===== config.mk =====
export PLATFORM = sky130hd
export DESIGN_NAME = seq_div
export DESIGN_NICKNAME = d
export VERILOG_FILES = /design/src/rtl/seq_div.sv
export SDC_FILE = /design/constraint.sdc
export NUM_CORES = 1
export LEC_CHECK = 0
export CAP_MARGIN = 20
export CORE_AREA = 4 4 67 69
export DETAILED_ROUTE_END_ITERATION = 8
export DIE_AREA = 0 0 71 73
export GPL_TIMING_DRIVEN = 0
export PLACE_DENSITY = 0.78
export SLEW_MARGIN = 15
export SYNTH_ARGS = -nofsm -noshare
export SYNTH_HDL_FRONTEND = slang
export SYNTH_SLANG_ARGS = --single-unit

===== constraint.sdc =====
create_clock -name clk -period 2.84 [get_ports clk]
set_clock_uncertainty 0.1 [all_clocks]
set_input_delay 0.568 -clock clk [delete_from_list [all_inputs] [get_ports clk]]
set_output_delay 0.568 -clock clk [all_outputs]
set_load 0.01 [all_outputs]

===== src/rtl/seq_div.sv =====
`default_nettype none
// ============================================================================
// Module      : seq_div
// Description : Sequential unsigned restoring divider. One quotient bit is
//               produced per clock, MSB first, so a division with a nonzero
//               divisor takes WIDTH cycles from the accepting edge to the
//               result edge. A zero divisor is detected on the first step
//               and completes after a single cycle with the dz flag set.
//               Handshake: start is accepted in IDLE or DONE (back-to-back
//               allowed) and ignored while a division runs; done pulses for
//               one cycle when quotient/remainder/dz become valid, and those
//               outputs hold until the next result or a reset.
// Config      : `define SEQ_DIV_REMAINDER_EN to build the remainder output
//               port and its result register. Without it the port and
//               register are absent; quotient, dz and timing are identical.
// Revision    : 1.0 - initial release
// ============================================================================
module seq_div #(
    parameter int WIDTH = 8
) (
    input  logic             clk,
    input  logic             rst,
    input  logic             start,
    input  logic [WIDTH-1:0] dividend,
    input  logic [WIDTH-1:0] divisor,
    output logic             busy,
    output logic             done,
    output logic [WIDTH-1:0] quotient,
`ifdef SEQ_DIV_REMAINDER_EN
    output logic [WIDTH-1:0] remainder,
`endif
    output logic             dz
);

    // ------------------------------------------------------------------------
    // Constants
    // ------------------------------------------------------------------------
    // Step counter only needs to count 0..WIDTH-1.
    localparam int               CNT_W     = (WIDTH > 2) ? $clog2(WIDTH) : 1;
    localparam logic [CNT_W-1:0] LAST_STEP = CNT_W'(WIDTH - 1);

    // ------------------------------------------------------------------------
    // State encoding
    // ------------------------------------------------------------------------
    typedef enum logic [1:0] {
        S_IDLE = 2'd0,
        S_CALC = 2'd1,
        S_DONE = 2'd2
    } state_t;

    // ------------------------------------------------------------------------
    // Registers
    // ------------------------------------------------------------------------
    state_t           state_q;
    logic [CNT_W-1:0] cnt_q;       // index of the step about to execute
    logic [WIDTH-1:0] rem_q;       // partial remainder (always < divisor)
    logic [WIDTH-1:0] dvd_q;       // dividend bits shift out the top,
                                   // quotient bits shift in at the bottom
    logic [WIDTH-1:0] dvs_q;       // divisor latched at the accepting edge

    logic             busy_q;
    logic             done_q;
    logic             dz_q;
    logic [WIDTH-1:0] quotient_q;
`ifdef SEQ_DIV_REMAINDER_EN
    logic [WIDTH-1:0] remainder_q;
`endif

    // ------------------------------------------------------------------------
    // Next-step datapath
    // ------------------------------------------------------------------------
    // shift_d is the WIDTH+1 bit shifted partial remainder: the old remainder
    // can be as large as divisor-1, so after the shift it may need one extra
    // bit. The difference always fits in WIDTH bits because it is only kept
    // when it is smaller than the divisor.
    logic [WIDTH:0]   shift_d;
    logic [WIDTH-1:0] trial_d;
    logic             qbit_d;
    logic [WIDTH-1:0] rem_d;
    logic [WIDTH-1:0] quo_d;

    // One restoring-division step: shift, trial subtract, keep or restore.
    always_comb begin
        shift_d = {rem_q, dvd_q[WIDTH-1]};
        trial_d = shift_d[WIDTH-1:0] - dvs_q;
        qbit_d  = (shift_d >= {1'b0, dvs_q});
        rem_d   = qbit_d ? trial_d : shift_d[WIDTH-1:0];
        quo_d   = {dvd_q[WIDTH-2:0], qbit_d};
    end

    // ------------------------------------------------------------------------
    // Control FSM with registered outputs
    // ------------------------------------------------------------------------
    // Sequences accept -> WIDTH steps -> result, and owns every output register.
    always_ff @(posedge clk) begin
        if (rst) begin
            state_q     <= S_IDLE;
            cnt_q       <= '0;
            rem_q       <= '0;
            dvd_q       <= '0;
            dvs_q       <= '0;
            busy_q      <= 1'b0;
            done_q      <= 1'b0;
            dz_q        <= 1'b0;
            quotient_q  <= '0;
`ifdef SEQ_DIV_REMAINDER_EN
            remainder_q <= '0;
`endif
        end else begin
            // done is a single-cycle strobe; only the result edge raises it.
            done_q <= 1'b0;

            case (state_q)
                S_IDLE, S_DONE: begin
                    if (start) begin
                        // Accept: latch operands and clear the partial
                        // remainder. Result outputs keep their old values
                        // until the new result is registered.
                        dvd_q   <= dividend;
                        dvs_q   <= divisor;
                        rem_q   <= '0;
                        cnt_q   <= '0;
                        busy_q  <= 1'b1;
                        state_q <= S_CALC;
                    end else begin
                        state_q <= S_IDLE;
                    end
                end

                S_CALC: begin
                    if (dvs_q == '0) begin
                        // Divide-by-zero short cut on the first step: the
                        // dividend is still untouched in dvd_q.
                        quotient_q  <= '1;
`ifdef SEQ_DIV_REMAINDER_EN
                        remainder_q <= dvd_q;
`endif
                        dz_q        <= 1'b1;
                        done_q      <= 1'b1;
                        busy_q      <= 1'b0;
                        state_q     <= S_DONE;
                    end else begin
                        rem_q <= rem_d;
                        dvd_q <= quo_d;
                        cnt_q <= cnt_q + CNT_W'(1);
                        if (cnt_q == LAST_STEP) begin
                            // Final step: publish the result straight from
                            // the step logic so it lands on edge E(WIDTH).
                            quotient_q  <= quo_d;
`ifdef SEQ_DIV_REMAINDER_EN
                            remainder_q <= rem_d;
`endif
                            dz_q        <= 1'b0;
                            done_q      <= 1'b1;
                            busy_q      <= 1'b0;
                            state_q     <= S_DONE;
                        end
                    end
                end

                default: begin
                    busy_q  <= 1'b0;
                    state_q <= S_IDLE;
                end
            endcase
        end
    end

    // ------------------------------------------------------------------------
    // Output drive
    // ------------------------------------------------------------------------
    assign busy      = busy_q;
    assign done      = done_q;
    assign dz        = dz_q;
    assign quotient  = quotient_q;
`ifdef SEQ_DIV_REMAINDER_EN
    assign remainder = remainder_q;
`endif

endmodule
`default_nettype wire


Yosys cells after proc, flatten, opt, wreduce, memory -nomap -nowiden
Cells that the tools add are included.
{ "totals": {"register_bits": 40, "latchBits": 0, "ram_bits": 0, "romBits": 0, "inputBits": 19, "out_inout_bits": 11, "elab_cells": 52, "mem_count": 0} }
{ "op_classes": {"addsub": 2, "n_mul": 0, "div_mod_pow": 0, "magnitude_cmp": 1, "n_eq_ne": 6, "shifts": 0, "n_mux": 23, "bitwise": 1, "n_reduce_logical": 10} }
{ "op_table": {"columns": ["cell", "count"], "rows": [
  ["two-way mux 8 bit", 7],
  ["one-hot mux 8 bit (2 select lines)", 2],
  [">= comparator 9 x 8 -> 1 bit", 1],
  ["logical NOT 8 bit", 1],
  ["subtractor 8 bit", 1],
  ["two-way mux 1 bit", 7],
  ["two-way mux 3 bit", 2],
  ["one-hot mux 3 bit (2 select lines)", 1],
  ["AND reduction 2 bit", 3],
  ["two-way mux 2 bit", 2],
  ["!= test 2 bit, second input constant", 2],
  ["one-hot mux 2 bit (2 select lines)", 1],
  ["nonzero test 2 bit", 2],
  ["OR reduction 2 bit", 2],
  ["adder 3 x 1 -> 3 bit, second input constant", 1],
  ["== test 3 bit, second input constant", 1],
  ["!= test 3 bit, second input constant", 1],
  ["AND reduction 3 bit", 1],
  ["== test 2 x 1 -> 1 bit, second input constant", 1],
  ["== test 2 bit, second input constant", 1],
  ["logical NOT 2 bit", 1],
  ["one-hot mux 1 bit (2 select lines)", 1],
  ["NOT 1 bit", 1]
]} }

Logic depth before layout (Yosys ltp)
{ "depth": {"depth_word": 4, "ltp_mapped": 8, "mapped_depth_nobuf": 8} }

Worst setup path before layout
No wires, ideal clock.
{ "synth_timing": {"path_type": "reg2reg", "from": "register dvs_q[4]", "to": "register rem_q[1]", "setup_time_ns": 0.070, "arrival_time_ns": 1.907, "required_ns": 2.670, "setup_slack_ns": 0.762, "stages_incl_launch_ff": 9, "n_path_buf": 1, "synth_period_minus_slack_ns": 2.078, "path_cell_list": "dfxtp_1 > inv_1 > ha_1 > a21oi_1 > o221ai_1 > a21oi_1 > buf_4 > mux2_2 > o2bb2ai_1"} }
{ "synth_between": {"elab_chain_cells": 4, "elab_cells_between_ends": 7, "cone_classes": "1 x order compare; 1 x eq/ne; 3 x mux; 2 x reduce/logical"} }
{ "synth_rtl": {"columns": ["item", "line", "source"], "rows": [
  ["start: declaration", "59", "logic [WIDTH-1:0] dvs_q;"],
  ["start signal: assignment", "120", "dvs_q <= divisor;"],
  [">= comparator 9 x 8 -> 1 bit", "86", "qbit_d = (shift_d >= {1'b0, dvs_q});"],
  ["two-way mux 8 bit", "87", "rem_d = qbit_d ? trial_d : shift_d[WIDTH-1:0];"],
  ["two-way mux 8 bit", "131", "if (dvs_q == '0) begin"],
  ["one-hot mux 8 bit (2 select lines)", "113", "case (state_q)"],
  ["end signal: assignment", "143", "rem_q <= rem_d;"],
  ["end: declaration", "56", "logic [WIDTH-1:0] rem_q;"]
]} }
Parallel ways exist; a longest one is shown, timed or not. The select of a mux whose other input is x is not followed.
A chain may end at the register's enable or synchronous reset.

Worst setup path in the final report
{ "layout_timing": {"from": "register dvs_q[6]", "to": "register rem_q[1]"} }
The elaborated chain is that of the path after synthesis.

==> flow_summary.ini <==
[setup_path]
crit_start = dvs_q[6]$_SDFFE_PP0P_
timing.rr.end = rem_q[1]$_SDFFE_PP0P_
crit_type = flop to flop
crit_fanout = 10
cp-end-kind = flop
reg2reg_depth = 8
critPathArrivalTime_ns = 2.58
worst_r2r_startpoint = dvs_q[6]$_SDFFE_PP0P_
crit_path_start_kind = flop
required_ns = 2.96
r2r_slack_ns = 0.38

[place]
gp_congestion = 0.802
placedCellCount = 313
dp_worst_setup_slack_ns = 0.417
numPortBuffers = 28
dp_hpwl_mm = 3.41

[clock_network]
cts_resized = 0
holdBufCountCts = 0
root_buffer = clkbuf_8
cts.clk_slew.worst_paths_ns = 0.07
clk_path_buf_depth = 2
cts_setup_buffers = 0
cts_inserted_buffers = 5
cts.sinks = 40
cts_max_level = 2
cts_tree = built
clk_latency_ns = 0.29

[power_and_ir_drop]
p_seq_share_pct = 43.6
pwr-share-comb_pct = 30.3
power_leakage_nw = 1.02
clkPwrFrac_pct = 26.1
power.total_mw = 1.47
p_int_mw = 1.01
ir_drop_v = 0.000396
power_density_nw_per_um2 = 585
switching_share_pct = 30.9
p_sw_uw = 453

[job]
cap_viol_max_count = 0

[logic_synthesis]
synth_top_cells_by_count = dfxtp_1, nor2_1, nand2_1
synthFlopType = dfxtp_1
synth_edf_count = 0
syn_area_per_cell_sq_um = 8.83
synthArstFlopShare_pct = 0
synth_warnings = 0
yosysTopAreaCell = dfxtp_1
syn_inst = 235
synth_top_cell_area_share_pct = 38.6
syn_area_sq_um = 2070
synth_nets = 265
synthDistinctLibCells = 46
yosysMostFrequentCell = dfxtp_1
ys_top_cells_by_area = dfxtp_1, ha_1, nor2_1
seq_area_frac_synth_pct = 38.6
ys_ff_latch = 40

[routing]
routed_wl_mm = 4.56
drc_errors = 0
wl_per_cell_microns = 14.2
drt_pass1_iterations = 4
vias = 1779
ant_nets = 0
routed_via_density = 5.54
dr.first_iter.drc_count = 54

[sta]
max_slew_margin_pct = 59.8
fin_crit_sh_pct = 86.7
finalHoldViolCount = 0
whs_ns = 0.368
setup_viol = 0
tightest_slew_ns = 0.603
fin_setup_tns_ns = 0
rsz0062_at_grt = false
fin_ws_ns = 0.378
final.min_clock_period_ns = 2.46
slew_violations = 0
fmax_mhz = 406

[min_path]
hold_depth = 2
hold_path_end = cnt_q[2]$_SDFFE_PP0P_
hp-class = flop to flop
hold_path.startpoint = cnt_q[2]$_SDFFE_PP0P_

[final_layout]
stdcell_count = 321
syn_to_final_growth_pct = 20.9
drive_above_1_share_pct = 11.8
diodes = 0
nets = 300

[floorplan]
coreArea_sq_um = 3910
die-height_microns = 73
io-pin-count = 30
die_x_microns = 71
fp.dieArea_sq_um = 5180
start_util_pct = 53.0
rows = 23

[global_route]
grtUsageTotal_pct = 19.0
antenna_found_initial = 0
overflow = 0
grt_pass1_vias = 1772
grt_max_degree = 12
grt_pass1_wl_mm = 7.87

[outcome]
status = finished clean
-- registers in the layout (all words and copies together) (netlist names) --
register and flops:
dz 1, busy 1, rem_q 8, dvd_q 8, state_q 2, done 1
cnt_q 3, quotient 8, dvs_q 8
-- power by group through the flow --
stage                     clock (mW)  sequential (mW)  combinational, mW
after floorplan                    0            0.649              0.319
after global placement             0            0.650              0.432
after detailed placement           0            0.651              0.441
after CTS                      0.391            0.638              0.443
after global routing           0.410            0.644              0.494
final                          0.383            0.639              0.444
-- per-layer routing --
layer | up-vias | global-route usage (%) | routed length [microns]
met2 | 35 | 31.9 | 2210
met3 | 9 | 4.13 | 150
met4 | 0 | 8.98 | 84
li1 | 901 | - | -
met5 | - | 0 | 0
met1 | 834 | 23.1 | 2120
-- worst max-delay path by stage --
stage                     cells past startpoint  slack, ns                    end
after global placement                        8       0.42  rem_q[1]$_SDFFE_PP0P_
after detailed placement                      8       0.42  rem_q[1]$_SDFFE_PP0P_
final                                         8       0.38  rem_q[1]$_SDFFE_PP0P_
after CTS                                     8       0.38  rem_q[1]$_SDFFE_PP0P_
after global routing                          8       0.24  rem_q[1]$_SDFFE_PP0P_
after floorplan                               8       0.76  rem_q[1]$_SDFFE_PP0P_
-- cells by family after synthesis --
logic type                 share of synthesized area [%]
AOI/OAI and AO/OA                                   21.8
xor gates and xnor gates                            1.27
adders and majority gates                           7.00
buffers and inverters                               5.01
DFF                                                 38.6
muxes                                               6.39
and+or+nand+nor                                     19.9
-- cells in the final DEF (no fill, tap or decap), types with 6 or more instances in the layout --
cell / count
nand2_1: 24
mux2i_1: 11
clkdlybuf4s50_1: 28
o21ai_0: 7
nor2b_1: 8
a21oi_1: 20
inv_1: 11
nor2_1: 30
dfxtp_1: 40
o22ai_1: 7
ha_1: 10
a211oi_2: 7
clkbuf_8: 6
-- critical path, stage by stage, from the launching register on --
cell	delay (ns)
dfxtp_1	0.37
inv_1	0.06
ha_1	0.36
a21oi_1	0.25
o221ai_1	0.15
a21oi_1	0.33
buf_4	0.28
mux2_2	0.35
o2bb2ai_1	0.14
-- final cells by class --
cell class / count / area (sq um)
inverters: 11 / 41.3
fillers: 358 / 1410
flip-flops and latches: 40 / 801
multi-input cells: 173 / 1170
clock buffers: 8 / 90.1
plain buffers: 11 / 62.6
well taps: 50 / 62.6
repair buffers: 28 / 280
-- metrics by stage --
step	cell area, sq um	utilization [%]
6_report	2510	64.1
5_1_grt	2510	64.1
4_1_cts	2510	64.1
3_5_place_dp	2420	61.8
3_3_place_gp	2420	61.8
2_1_floorplan	2070	-
(Power assumes the default switching activity.)
